==> src/rtl/fabric_common.sv <==
// Shared fabric definitions: runtime error codes and a pointer-width helper
// that stays at least one bit wide for single-entry storage.
package fabric_common;

  localparam logic [15:0] RT_TEMPORAL_ALIGN_TAG_MISMATCH = 16'd262;

  function automatic int ptr_w(input int depth);
    return (depth <= 1) ? 1 : $clog2(depth);
  endfunction

endpackage

==> src/rtl/fabric_lane_fifo.sv <==
// Single-lane FIFO with a registered occupancy count; the head is read
// straight from storage, so a pushed entry is visible one cycle later.
module fabric_lane_fifo
  import fabric_common::*;
#(
  parameter int WIDTH = 36,
  parameter int DEPTH = 2,
  localparam int PW = ptr_w(DEPTH),
  localparam int CW = ptr_w(DEPTH + 1)
) (
  input  logic             clk,
  input  logic             rst_n,
  input  logic             push,
  input  logic             pop,
  input  logic [WIDTH-1:0] wdata,
  output logic [WIDTH-1:0] head,
  output logic [CW-1:0]    count,
  output logic             full,
  output logic             empty
);

  logic [WIDTH-1:0] mem [DEPTH];
  logic [PW-1:0]    wr_ptr;
  logic [PW-1:0]    rd_ptr;

  assign full  = (count == CW'(DEPTH));
  assign empty = (count == '0);
  assign head  = mem[rd_ptr];

  function automatic logic [PW-1:0] ptr_next(input logic [PW-1:0] p);
    return (p == PW'(DEPTH - 1)) ? '0 : p + PW'(1);
  endfunction

  // Storage carries data only and is never reset.
  always_ff @(posedge clk) begin
    if (push) mem[wr_ptr] <= wdata;
  end

  always_ff @(posedge clk or negedge rst_n) begin
    if (!rst_n) begin
      wr_ptr <= '0;
      rd_ptr <= '0;
      count  <= '0;
    end else begin
      if (push) wr_ptr <= ptr_next(wr_ptr);
      if (pop)  rd_ptr <= ptr_next(rd_ptr);
      case ({push, pop})
        2'b10:   count <= count + CW'(1);
        2'b01:   count <= count - CW'(1);
        default: count <= count;
      endcase
    end
  end

endmodule

==> src/rtl/fabric_temporal_operand_align.sv <==
// Aligns tagged operand lanes ahead of the temporal PE: a set is offered only
// when every lane head holds data with the lane-0 tag; tag skew freezes the stage.
module fabric_temporal_operand_align
  import fabric_common::*;
#(
  parameter int NUM_INPUTS = 2,
  parameter int DATA_WIDTH = 32,
  parameter int TAG_WIDTH  = 4,
  parameter int DEPTH      = 2,
  localparam int PAYLOAD_WIDTH = DATA_WIDTH + TAG_WIDTH,
  localparam int CW = ptr_w(DEPTH + 1)
) (
  input  logic                                    clk,
  input  logic                                    rst_n,
  input  logic [NUM_INPUTS-1:0]                   in_valid,
  output logic [NUM_INPUTS-1:0]                   in_ready,
  input  logic [NUM_INPUTS-1:0][PAYLOAD_WIDTH-1:0] in_data,
  output logic [NUM_INPUTS-1:0]                   out_valid,
  input  logic [NUM_INPUTS-1:0]                   out_ready,
  output logic [NUM_INPUTS-1:0][PAYLOAD_WIDTH-1:0] out_data,
  output logic                                    error_valid,
  output logic [15:0]                             error_code
);

  if (NUM_INPUTS < 1) begin : g_bad_num_inputs
    $fatal(1, "fabric_temporal_operand_align: NUM_INPUTS must be >= 1");
  end
  if (TAG_WIDTH < 1) begin : g_bad_tag_width
    $fatal(1, "fabric_temporal_operand_align: TAG_WIDTH must be >= 1");
  end
  if (DEPTH < 1) begin : g_bad_depth
    $fatal(1, "fabric_temporal_operand_align: DEPTH must be >= 1");
  end

  logic [NUM_INPUTS-1:0]         lane_push;
  logic [NUM_INPUTS-1:0]         lane_full;
  logic [NUM_INPUTS-1:0]         lane_empty;
  logic [NUM_INPUTS-1:0][CW-1:0] lane_count;
  logic                          all_nonempty;
  logic                          tags_match;
  logic                          heads_ok;
  logic                          mismatch;
  logic                          fire;

  for (genvar i = 0; i < NUM_INPUTS; i++) begin : g_lane
    // Readiness follows the registered count only, so a full lane never
    // accepts in the same cycle it pops.
    assign in_ready[i]  = (lane_count[i] < CW'(DEPTH)) && !error_valid;
    assign lane_push[i] = in_valid[i] && in_ready[i] && !lane_full[i];

    fabric_lane_fifo #(
      .WIDTH (PAYLOAD_WIDTH),
      .DEPTH (DEPTH)
    ) u_fifo (
      .clk   (clk),
      .rst_n (rst_n),
      .push  (lane_push[i]),
      .pop   (fire),
      .wdata (in_data[i]),
      .head  (out_data[i]),
      .count (lane_count[i]),
      .full  (lane_full[i]),
      .empty (lane_empty[i])
    );
  end

  always_comb begin
    tags_match = 1'b1;
    for (int i = 1; i < NUM_INPUTS; i++) begin
      if (out_data[i][PAYLOAD_WIDTH-1 -: TAG_WIDTH] !=
          out_data[0][PAYLOAD_WIDTH-1 -: TAG_WIDTH])
        tags_match = 1'b0;
    end
  end

  // Empty lanes are a wait, never a mismatch.
  assign all_nonempty = &(~lane_empty);
  assign heads_ok     = all_nonempty && tags_match;
  assign mismatch     = all_nonempty && !tags_match;
  assign out_valid    = {NUM_INPUTS{heads_ok && !error_valid}};
  assign fire         = out_valid[0] && (&out_ready);

  always_ff @(posedge clk or negedge rst_n) begin
    if (!rst_n) begin
      error_valid <= 1'b0;
      error_code  <= '0;
    end else if (!error_valid && mismatch) begin
      error_valid <= 1'b1;
      error_code  <= RT_TEMPORAL_ALIGN_TAG_MISMATCH;
    end
  end

endmodule

==> config.mk <==
export PLATFORM = sky130hd
export DESIGN_NAME = fabric_temporal_operand_align
export DESIGN_NICKNAME = d
export VERILOG_FILES = /design/src/rtl/fabric_common.sv /design/src/rtl/fabric_lane_fifo.sv /design/src/rtl/fabric_temporal_operand_align.sv
export SDC_FILE = /design/constraint.sdc
export NUM_CORES = 1
export LEC_CHECK = 0
export CAP_MARGIN = 30
export CORE_MARGIN = 3
export CORE_UTILIZATION = 48
export DETAILED_ROUTE_END_ITERATION = 8
export PLACE_DENSITY = 0.8
export SKIP_LAST_GASP = 1
export SLEW_MARGIN = 0
export SYNTH_ARGS = -nofsm -noshare
export SYNTH_HDL_FRONTEND = slang
export SYNTH_HIERARCHICAL = 1
export SYNTH_SLANG_ARGS = --single-unit
export TNS_END_PERCENT = 100
==> constraint.sdc <==
create_clock -name clk -period 3.7 [get_ports clk]
set_input_delay 0.37 -clock clk [delete_from_list [all_inputs] [get_ports clk]]
set_output_delay 0.37 -clock clk [all_outputs]
set_load 0.01 [all_outputs]
==> results of run 1 <==
-- final cells by class --
| cell class | instances | area (um^2) |
|---|---|---|
| clock inverter | 11 | 130 |
| sequential | 153 | 4550 |
| inverter | 2 | 7.51 |
| timing repair buffer | 161 | 1600 |
| clock buffer | 20 | 437 |
| multi-input combinational | 122 | 1360 |
| fill | 818 | 3970 |
| tap | 168 | 210 |
-- flip-flops by register name (all words and copies together), names as in the netlist --
register,count
g_lane.u_fifo/count,4
g_lane.u_fifo/mem,144
g_lane.u_fifo/wr_ptr,2
g_lane.u_fifo/rd_ptr,2
error_code,1
-- layout by cell type, fill, tap and decap left out, drive strengths merged, types with 3 or more instances in the layout --
cell           instances
clkinv                 7
conb                  13
mux2                  72
xnor2                  8
buf                    4
clkbuf                20
edfxtp               144
nor2                  10
bufinv                 3
xor2                   6
dfrtp                  9
clkdlybuf4s50        157
-- power by group through the flow --
stage | Clock [mW] | Combinational (mW) | Sequential (mW)
5_1_grt | 1.77 | 0.436 | 2.00
4_1_cts | 1.70 | 0.412 | 1.99
3_3_place_gp | 0 | 0.399 | 2.02
2_1_floorplan | 0 | 0.255 | 2.00
6_report | 1.66 | 0.408 | 1.99
3_5_place_dp | 0 | 0.408 | 2.03
-- through the flow --
| step | cell area [um^2] | power (mW) | util (%) |
|---|---|---|---|
| 2_1_floorplan | 6170 | 2.25 | - |
| 3_3_place_gp | 7730 | 2.42 | 63.0 |
| 3_5_place_dp | 7730 | 2.44 | 63.0 |
| 4_1_cts | 8300 | 4.10 | 67.7 |
| 5_1_grt | 8300 | 4.21 | 67.7 |
| 6_report | 8300 | 4.06 | 67.7 |
-- worst max-delay path: cells and delay by family, from the launching register on --
kind / cells / cell delay (ns)
simple gates: 2 / 0.41
mux: 1 / 0.41
xor+xnor: 1 / 0.14
flops: 1 / 0.64
buf+inv: 1 / 0.56
-- kinds of logic after synthesis --
family	after synthesis
flip-flops	153
multiplexers	72
buffers and inverters	27
AND/OR/NAND/NOR	20
XOR/XNOR	14
adder cells (fa/ha/maj)	2
other	1
AO/OA/AOI/OAI	1
-- per-layer routing --
metal / GRT usage [%] / routed length (um) / vias to the layer above
met4: 7.39 / 193 / 0
met3: 5.18 / 658 / 17
met5: 0 / 0 / -
met2: 30.9 / 6480 / 100
li1: - / - / 1415
met1: 18.8 / 4310 / 1483
-- Yosys cell counts --
master    instances
mux2_4           58
dfrtp_1           9
edfxtp_1        144
xnor2_1           8
nor2b_1           2
buf_12            6
ha_1              2
buf_6             2
nor3_2            1
and2_1            2
a21o_2            1
nor4b_1           2
mux2_2           14
inv_1             2
nor2_1           10
xor2_1            6
or3_1             1
nand4_1           1
nand2_1           1
buf_4            17
conb_1            1
-- worst max-delay path by stage --
stage	endpoint	slack [ns]	cells past startpoint
floorplan	g_lane[0].u_fifo/mem[0][0]	0.66	3
global placement	out_valid[1]	1.20	5
detailed placement	g_lane[0].u_fifo/mem[1][27]	1.14	3
CTS	out_valid[0]	0.72	5
global route	out_valid[0]	0.61	5
finish	out_valid[1]	0.77	5
==> flow_summary_export.csv, run 1 <==
group,metric,value,unit
cts,hold_buffers,0,
critical_path,cp-startpoint,"g_lane[1].u_fifo/rd_ptr",
critical_path,critPathSlowestCell,"dfrtp_2",
global_route,grt_pass1_vias,3349,
critical_path,rrSetupSlack,1.16,ns
critical_path,critPathKind,"reg -> out",
cts,clkLatencyLatePin,0.41,ns
cts,cts_max_level,4,
sta,drv_slew,0,
placed_design,io_buffers,157,
routing,routed_wirelength,11.6,mm
power,power_frac_seq,49.1,%
layout,area_growth,35.5,%
placed_design,globalplace.congestion,0.697,
synthesis,yosysSeqAreaShare,74.3,%
die,rows,40,
global_route,grt_pass1_wl,18.2,mm
hold_path,hp-class,"in -> async",
die,die_h,119,um
synthesis,ys_warn_count,6,
layout,drive_gt1_share,22.8,%
routing,drc,0,
cts,clk_pin_slew,0.05,ns
synthesis,synth_top_cell_by_area,"edfxtp_1",
sta,fin_ws,0.773,ns
synthesis,yosysTopAreaCellShare,70.6,%
sta,fin_crit_sh,79.1,%
routing,drtIter0Drc,123,
critical_path,path_max_fanout,14,
power,power.density,489,mW/mm^2
cts,cts-root-buf,"clkbuf_16",
critical_path,cp.arrival,2.56,ns
power,p_sw,0.821,mW
placed_design,hpwl,7.94,mm
critical_path,critical_path.max_stage_delay,0.64,ns
layout,fin_cells,637,
synthesis,synth-xor-area-share,2.00,%
cts,clock-sinks,153,
critical_path,r2r_end,"g_lane[1].u_fifo/count[1]",
die,die_w,119,um
cts,cts_resized,0,
sta,timing.hold.ws,0.274,ns
critical_path,r2r-start,"g_lane[1].u_fifo/rd_ptr",
die,core-area,0.0123,mm^2
power,p_sw_share,20.2,%
critical_path,path_cells,"mux2_2 -> xnor2_1 -> nand4_1 -> nor2_1 -> clkdlybuf4s50_1",
synthesis,synth_top_family_by_area,"multiplexers",
sta,fmax,0.342,GHz
sta,fin_tns_setup,0,ns
routing,ant_nets,0,
global_route,antenna_found_initial,0,
die,ios,171,
synthesis,syn_avg_cell_area,21.1,um^2
power,pwr-share-comb,10.1,%
status,status,"complete, no violations",
sta,grt_setup_unrepaired,"no",
cts,clockBufferDepth,2,
synthesis,synth-seq-cells,153,
critical_path,worstSetupStartpointType,"register",
critical_path,worst_r2r_path_depth,7,
synthesis,ys_top_cells_by_area,"edfxtp_1 71%, mux2_4 14%, dfrtp_1 3.7%, mux2_2 2.6%, buf_4 2.1%",
synthesis,synth_area,0.00612,mm^2
placed_design,dp_slack,1.14,ns
cts,cts_setup_buffers,0,
placed_design,dp.cells,606,
layout,n_antenna_cell,0,
cts,cts_buffers,17,
routing,vias_per_cell,4.73,
synthesis,ys_types,21,
routing,wl_per_cell,18.3,um
job,cap_violations,0,
global_route,grt-ovfl-total,0,
sta,tightest_slew,0.906,ns
global_route,grt_util_all_layers,17.2,%
die,dieArea,0.0141,mm^2
sta,max_slew_margin,39.6,%
layout,fin_nets,537,
global_route,grt_max_degree,37,
sta,finClkSkew,0.00998,ns
routing,vias,3015,
critical_path,endpoint_kind,"output pin",
synthesis,synth_mux_area_share,16.8,%
cts,cts_tree,"done",
synthesis,synth-compound-area-share,0.143,%
sta,setup-violations-final,0,
synthesis,synthAdderAreaFrac,0.409,%
sta,period_minus_slack,2.93,ns
synthesis,synth-simple-area-share,1.74,%
routing,dr.pass1.iters,5,
power,clock_power_share,40.8,%
power,irDropWorstVdd,0.000350,V
critical_path,required,3.33,ns
die,start_util,49.9,%
sta,hold_violations,0,
power,p_leak,2.94,nW
synthesis,synthCells,290,
power,internal_power,3.24,mW
No activity file was read; power rests on OpenSTA's default activity.
==> run 2, diff against run 1 <==
--- a/config.mk
+++ b/config.mk
@@ -7,9 +7,9 @@
 export LEC_CHECK = 0
 export CAP_MARGIN = 30
 export CORE_MARGIN = 3
-export CORE_UTILIZATION = 48
+export CORE_UTILIZATION = 43
 export DETAILED_ROUTE_END_ITERATION = 8
-export PLACE_DENSITY = 0.8
+export PLACE_DENSITY = 0.76
 export SKIP_LAST_GASP = 1
 export SLEW_MARGIN = 0
 export SYNTH_ARGS = -nofsm -noshare
==> constraint.sdc (replaced) <==
create_clock -name clk -period 2.6 [get_ports clk]
set_input_delay 0.26 -clock clk [delete_from_list [all_inputs] [get_ports clk]]
set_output_delay 0.26 -clock clk [all_outputs]
set_load 0.01 [all_outputs]
==> run 2 against run 1 <==
Total power is 42% higher. First-iteration DRC count down 8.1%. Non-clock buffer count is 8 higher. Worst hold slack got worse by 0.086 ns. Largest cell class unchanged. Highest routed layer unchanged.
==> flow_summary_export.csv, run 2 (synthesis results as in run 1) <==
group,metric,value,unit
status,status,"complete, no violations",
power,p_sw_share,20.2,%
layout,final_common_cell,"clkdlybuf4s50_1",
cts,cts_buffers,17,
cts,clockBufferDepth,2,
die,dieArea,0.0157,mm^2
routing,vias_per_cell,4.70,
routing,drtIter0Drc,113,
sta,hold_violations,0,
layout,fin_cells,654,
sta,tightest_slew,0.614,ns
routing,drc,0,
die,die_w,125,um
die,rows,42,
layout,post-route-util,62.2,%
critical_path,path_cells,"buf_4 -> buf_6 -> mux2_2 -> clkdlybuf4s50_1",
sta,setup-violations-final,0,
layout,fillCellCount,991,
placed_design,globalplace.congestion,0.703,
critical_path,cp.arrival,2.17,ns
critical_path,required,2.34,ns
power,clock_power_share,40.6,%
layout,largest_registers,"g_lane.u_fifo/mem (144), g_lane.u_fifo/count (4)",
power,p_total,5.76,mW
global_route,grt_pass1_vias,3251,
placed_design,placed_area,0.00782,mm^2
cts,clkLatencyLatePin,0.41,ns
layout,largest_reg_flops,144,
power,power_frac_seq,49.0,%
critical_path,critical_path.max_stage_delay,0.49,ns
critical_path,rrSetupSlack,0.27,ns
placed_design,hpwl,7.88,mm
hold_path,hp-class,"in -> async",
job,cap_violations,0,
placed_design,io_buffers,157,
layout,n_antenna_cell,0,
critical_path,critPathSlowestCell,"clkdlybuf4s50_1",
die,ios,171,
routing,wl_per_cell,17.4,um
layout,final_area,0.00843,mm^2
global_route,grt_pass1_wl,17.5,mm
global_route,grt_util_all_layers,14.7,%
critical_path,worst_r2r_path_depth,8,
power,power.density,683,mW/mm^2
cts,hold_buffers,0,
sta,fin_tns_setup,0,ns
layout,area_growth,37.7,%
sta,max_slew_margin,58.5,%
critical_path,critPathKind,"reg -> out",
sta,drv_slew,0,
routing,dr.pass1.iters,4,
power,p_leak,3.02,nW
power,pwr-share-comb,10.4,%
cts,clock-sinks,153,
cts,cts-root-buf,"clkbuf_16",
cts,cts_max_level,4,
die,core-area,0.0136,mm^2
global_route,grt-ovfl-total,0,
power,p_sw,1.16,mW
critical_path,worstSetupStartpointType,"register",
critical_path,path_max_fanout,27,
global_route,antenna_found_initial,0,
routing,routed_wirelength,11.4,mm
routing,vias,3077,
sta,fin_crit_sh,93.4,%
critical_path,endpoint_kind,"output pin",
layout,largest_register,"g_lane.u_fifo/mem",
layout,fin_nets,545,
sta,period_minus_slack,2.43,ns
layout,mostFrequentLayoutCells,"155 x clkdlybuf4s50_1, 144 x edfxtp_1, 58 x mux2_4",
critical_path,r2r-start,"g_lane[0].u_fifo/rd_ptr",
sta,grt_setup_unrepaired,"no",
routing,ant_nets,0,
cts,cts_tree,"done",
sta,finClkSkew,0.0119,ns
power,internal_power,4.59,mW
critical_path,r2r_end,"g_lane[0].u_fifo/count[1]",
global_route,grt_max_degree,37,
die,start_util,45.2,%
sta,fmax,0.412,GHz
placed_design,dp.cells,618,
cts,clk_pin_slew,0.05,ns
die,die_h,125,um
layout,drive_gt1_share,25.3,%
power,irDropWorstVdd,0.000446,V
==> run 2: cell types whose count changed in the layout (fill, tap and decap cells not counted), sizes merged <==
| cell | previous run | this run |
|---|---|---|
| clkinv | 7 | 4 |
| clkbuf | 20 | 26 |
| buf | 4 | 12 |
| bufinv | 3 | 1 |
| clkdlybuf4s50 | 157 | 155 |
| dlygate4sd2 | 0 | 2 |
==> run 2: what timing repair did <==
item / 4_1_cts / 5_1_grt
buffers inserted: 4 / 0
resized for setup: 2 / 1
pin swaps: 2 / 0
setup endpoints to repair: 15 / 7
==> run 2: area by class of cell <==
cell class	instances	area, um^2	share of cell area [%]
Tap cell	176	220	2.61
Clock buffer	26	519	6.16
Multi-Input combinational cell	122	1360	16.1
Sequential cell	153	4550	54.0
Clock inverter	6	61.3	0.727
Inverter	2	7.51	0.0890
Timing Repair Buffer	169	1710	20.3
==> run 2: worst max path at each step <==
stage,from,endpoint,cells past startpoint
global placement,g_lane[1].u_fifo/rd_ptr,out_valid[1],5
detailed placement,g_lane[1].u_fifo/rd_ptr,g_lane[0].u_fifo/count[1],7
floorplan,error_code[1],g_lane[0].u_fifo/mem[0][0],3
CTS,g_lane[1].u_fifo/rd_ptr,out_data[60],4
global route,g_lane[1].u_fifo/rd_ptr,out_data[60],4
finish,g_lane[1].u_fifo/rd_ptr,out_data[60],4
==> run 2: routing by layer <==
metal  global-route usage, %  routed length [um]
met5                       0                   0
met1                    16.2                4430
met3                    5.42                 685
met2                    25.6                6060
met4                    6.31                 184
==> run 2: worst max-delay path, delay by kind of cell (launching register included) <==
family / cells / cell delay [ns]
muxes: 1 / 0.38
DFF: 1 / 0.43
buffers and inverters: 3 / 0.93
==> run 2: power groups by stage <==
stage	registers [mW]	clock network [mW]	logic, mW
floorplan	2.85	0	0.363
global placement	2.87	0	0.577
detailed placement	2.88	0	0.588
CTS	2.82	2.41	0.605
global route	2.83	2.51	0.638
finish	2.82	2.34	0.598
==> run 2: metrics by stage <==
stage                     hold slack (ns)  setup WS [ns]
after floorplan                   -0.0356          0.148
after global routing                0.219         0.0715
after CTS                           0.185         0.0173
final                               0.188          0.173
after global placement              0.520          0.264
after detailed placement            0.528          0.230
==> run 3, diff against run 2 <==
--- a/config.mk
+++ b/config.mk
@@ -10,6 +10,7 @@
 export CORE_UTILIZATION = 43
 export DETAILED_ROUTE_END_ITERATION = 8
 export PLACE_DENSITY = 0.76
+export SKIP_CTS_REPAIR_TIMING = 1
 export SKIP_LAST_GASP = 1
 export SLEW_MARGIN = 0
 export SYNTH_ARGS = -nofsm -noshare
==> run 3 against run 2 <==
Critical path depth up 5. Sequential share of layout area is 0.088 points lower. Register-to-register slack got worse by 0.16 ns. Setup slack lost 0.060 ns. Routed wire length hardly changed. Final area grew 0.16%. Global-route usage barely moved. Combinational power about the same. Die area is the same. Maximum frequency shrank 2.4%. Critical endpoint is now g_lane[0].u_fifo/count[1]. Cell count rose by 0.15%.
==> flow_summary_export.csv, run 3 (synthesis results as in run 1) <==
group,metric,value,unit
global_route,met1_usage,16.1,%
sta,setup-violations-final,0,
critical_path,endpoint_kind,"register",
critical_path,required,2.93,ns
sta,drv_slew,0,
sta,max_slew_margin,58.5,%
critical_path,worstSetupStartpointType,"register",
routing,dr.pass1.iters,4,
routing,ant_nets,0,
die,die_h,125,um
global_route,gr-usage-met2,25.5,%
status,status,"complete, no violations",
layout,mostFrequentLayoutCells,"155 x clkdlybuf4s50_1, 144 x edfxtp_1, 58 x mux2_4",
routing,drtIter0Drc,113,
global_route,grt_pass1_wl,17.5,mm
die,die_w,125,um
layout,largest_registers,"g_lane.u_fifo/mem (144), g_lane.u_fifo/count (4)",
layout,fin_nets,546,
placed_design,hpwl,7.88,mm
critical_path,cp.arrival,2.82,ns
routing,vias,3067,
cts,cts_tree,"done",
cts,cts_buffers,17,
layout,largest_register,"g_lane.u_fifo/mem",
die,dieArea,0.0157,mm^2
layout,drive_gt1_share,25.7,%
layout,final_common_cell,"clkdlybuf4s50_1",
critical_path,critPathKind,"reg -> reg",
cts,cts_max_level,4,
routing,routed_wirelength,11.4,mm
sta,hold_violations,0,
cts,clk_pin_slew,0.05,ns
power,p_leak,3.05,nW
routing,wl_per_cell,17.4,um
sta,finClkSkew,0.0123,ns
global_route,grt_max_degree,37,
global_route,top_usage_layer,"met2",
global_route,grt_util_all_layers,14.6,%
hold_path,hp-class,"in -> async",
die,core-area,0.0136,mm^2
job,cap_violations,0,
layout,n_antenna_cell,0,
global_route,use_met3,5.42,%
critical_path,crit_family,"simple AND/OR/NAND/NOR gates",
routing,vias_per_cell,4.68,
cts,clkLatencyLatePin,0.41,ns
critical_path,path_max_fanout,7,
power,power.density,682,mW/mm^2
die,ios,171,
critical_path,cp_common_cell,"buf_4",
layout,largest_reg_flops,144,
sta,grt_setup_unrepaired,"yes",
die,rows,42,
global_route,grt_pass1_vias,3241,
global_route,grt-ovfl-total,0,
cts,cts-root-buf,"clkbuf_16",
sta,fmax,0.402,GHz
sta,period_minus_slack,2.49,ns
sta,timing.hold.ws,0.188,ns
placed_design,io_buffers,157,
die,start_util,45.2,%
global_route,antenna_found_initial,0,
sta,fin_crit_sh,95.7,%
critical_path,cp_num_buf_inv,2,
cts,clock-sinks,153,
power,p_total,5.76,mW
cts,clockBufferDepth,2,
critical_path,path_cells,"mux2_2 -> xnor2_1 -> nand4_1 -> buf_4 -> buf_4 -> nor3_2 -> ha_1 -> nor2_1 -> xor2_1",
critical_path,critical_path.max_stage_delay,0.46,ns
placed_design,globalplace.congestion,0.703,
critical_path,critPathSlowestCell,"dfrtp_2",
sta,tightest_slew,0.614,ns
routing,drc,0,
power,irDropWorstVdd,0.000447,V
layout,area_growth,37.9,%
## run 3: changes by cell type in the layout (fill, tap and decap cells not counted), sizes merged
| cell | change |
|---|---|
| dlymetal6s2s | +2 |
| buf | +1 |
| dlygate4sd2 | -2 |
## run 3: per-stage QoR
| stage | worst slack [ns] | TNS (ns) | area, um^2 | utilization, % | std cells |
|---|---|---|---|---|---|
| 2_1_floorplan | 0.148 | 0 | 6170 | - | 302 |
| 3_3_place_gp | 0.264 | 0 | 7820 | 57.7 | 618 |
| 3_5_place_dp | 0.230 | 0 | 7820 | 57.7 | 618 |
| 4_1_cts | -0.225 | -0.743 | 8400 | 62.0 | 650 |
| 5_1_grt | -0.0499 | -0.0820 | 8440 | 62.3 | 655 |
| 6_report | 0.113 | 0 | 8440 | 62.3 | 655 |
## run 3: worst reg2reg max path, stage by stage (launching register included)
cell     delay [ns]
dfrtp_2        0.46
mux2_2         0.38
xnor2_1        0.15
nand4_1        0.23
buf_4          0.22
buf_4          0.12
nor3_2         0.26
ha_1           0.31
nor2_1         0.14
xor2_1         0.15
## run 3: per-layer routing
| metal | wire (um) | up-vias |
|---|---|---|
| li1 | - | 1430 |
| met1 | 4460 | 1525 |
| met2 | 6030 | 97 |
| met3 | 700 | 15 |
| met4 | 184 | 0 |
| met5 | 0 | - |
## run 3: path summary, 6_finish.rpt
check                                          startpoint                           to  slack, ns  cells after the start
worst max-delay path              g_lane[0].u_fifo/rd_ptr    g_lane[0].u_fifo/count[1]       0.11                      9
worst min-delay path                                rst_n      g_lane[1].u_fifo/rd_ptr       0.19                      1
worst max register to register    g_lane[0].u_fifo/rd_ptr    g_lane[0].u_fifo/count[1]       0.11                      9
worst min register to register  g_lane[0].u_fifo/count[1]    g_lane[0].u_fifo/count[1]       0.53                      1
max in group asynchronous                           rst_n      g_lane[0].u_fifo/rd_ptr       2.04                      1
min in group clk                              in_data[56]  g_lane[1].u_fifo/mem[1][20]       0.43                      1
## run 3: where the power goes
part | switching [mW] | total (mW) | internal (mW)
clock network | 0.873 | 2.34 | 1.47
registers | 0.0758 | 2.82 | 2.75
logic | 0.216 | 0.598 | 0.382
total | 1.16 | 5.76 | 4.59
## run 3: final cells by class
class	instances	area [um^2]
multi-input combinational	122	1360
inverter	2	7.51
tap	176	220
sequential	153	4550
timing repair buffer	170	1720
clock inverter	6	61.3
clock buffer	26	519
fill	985	5110
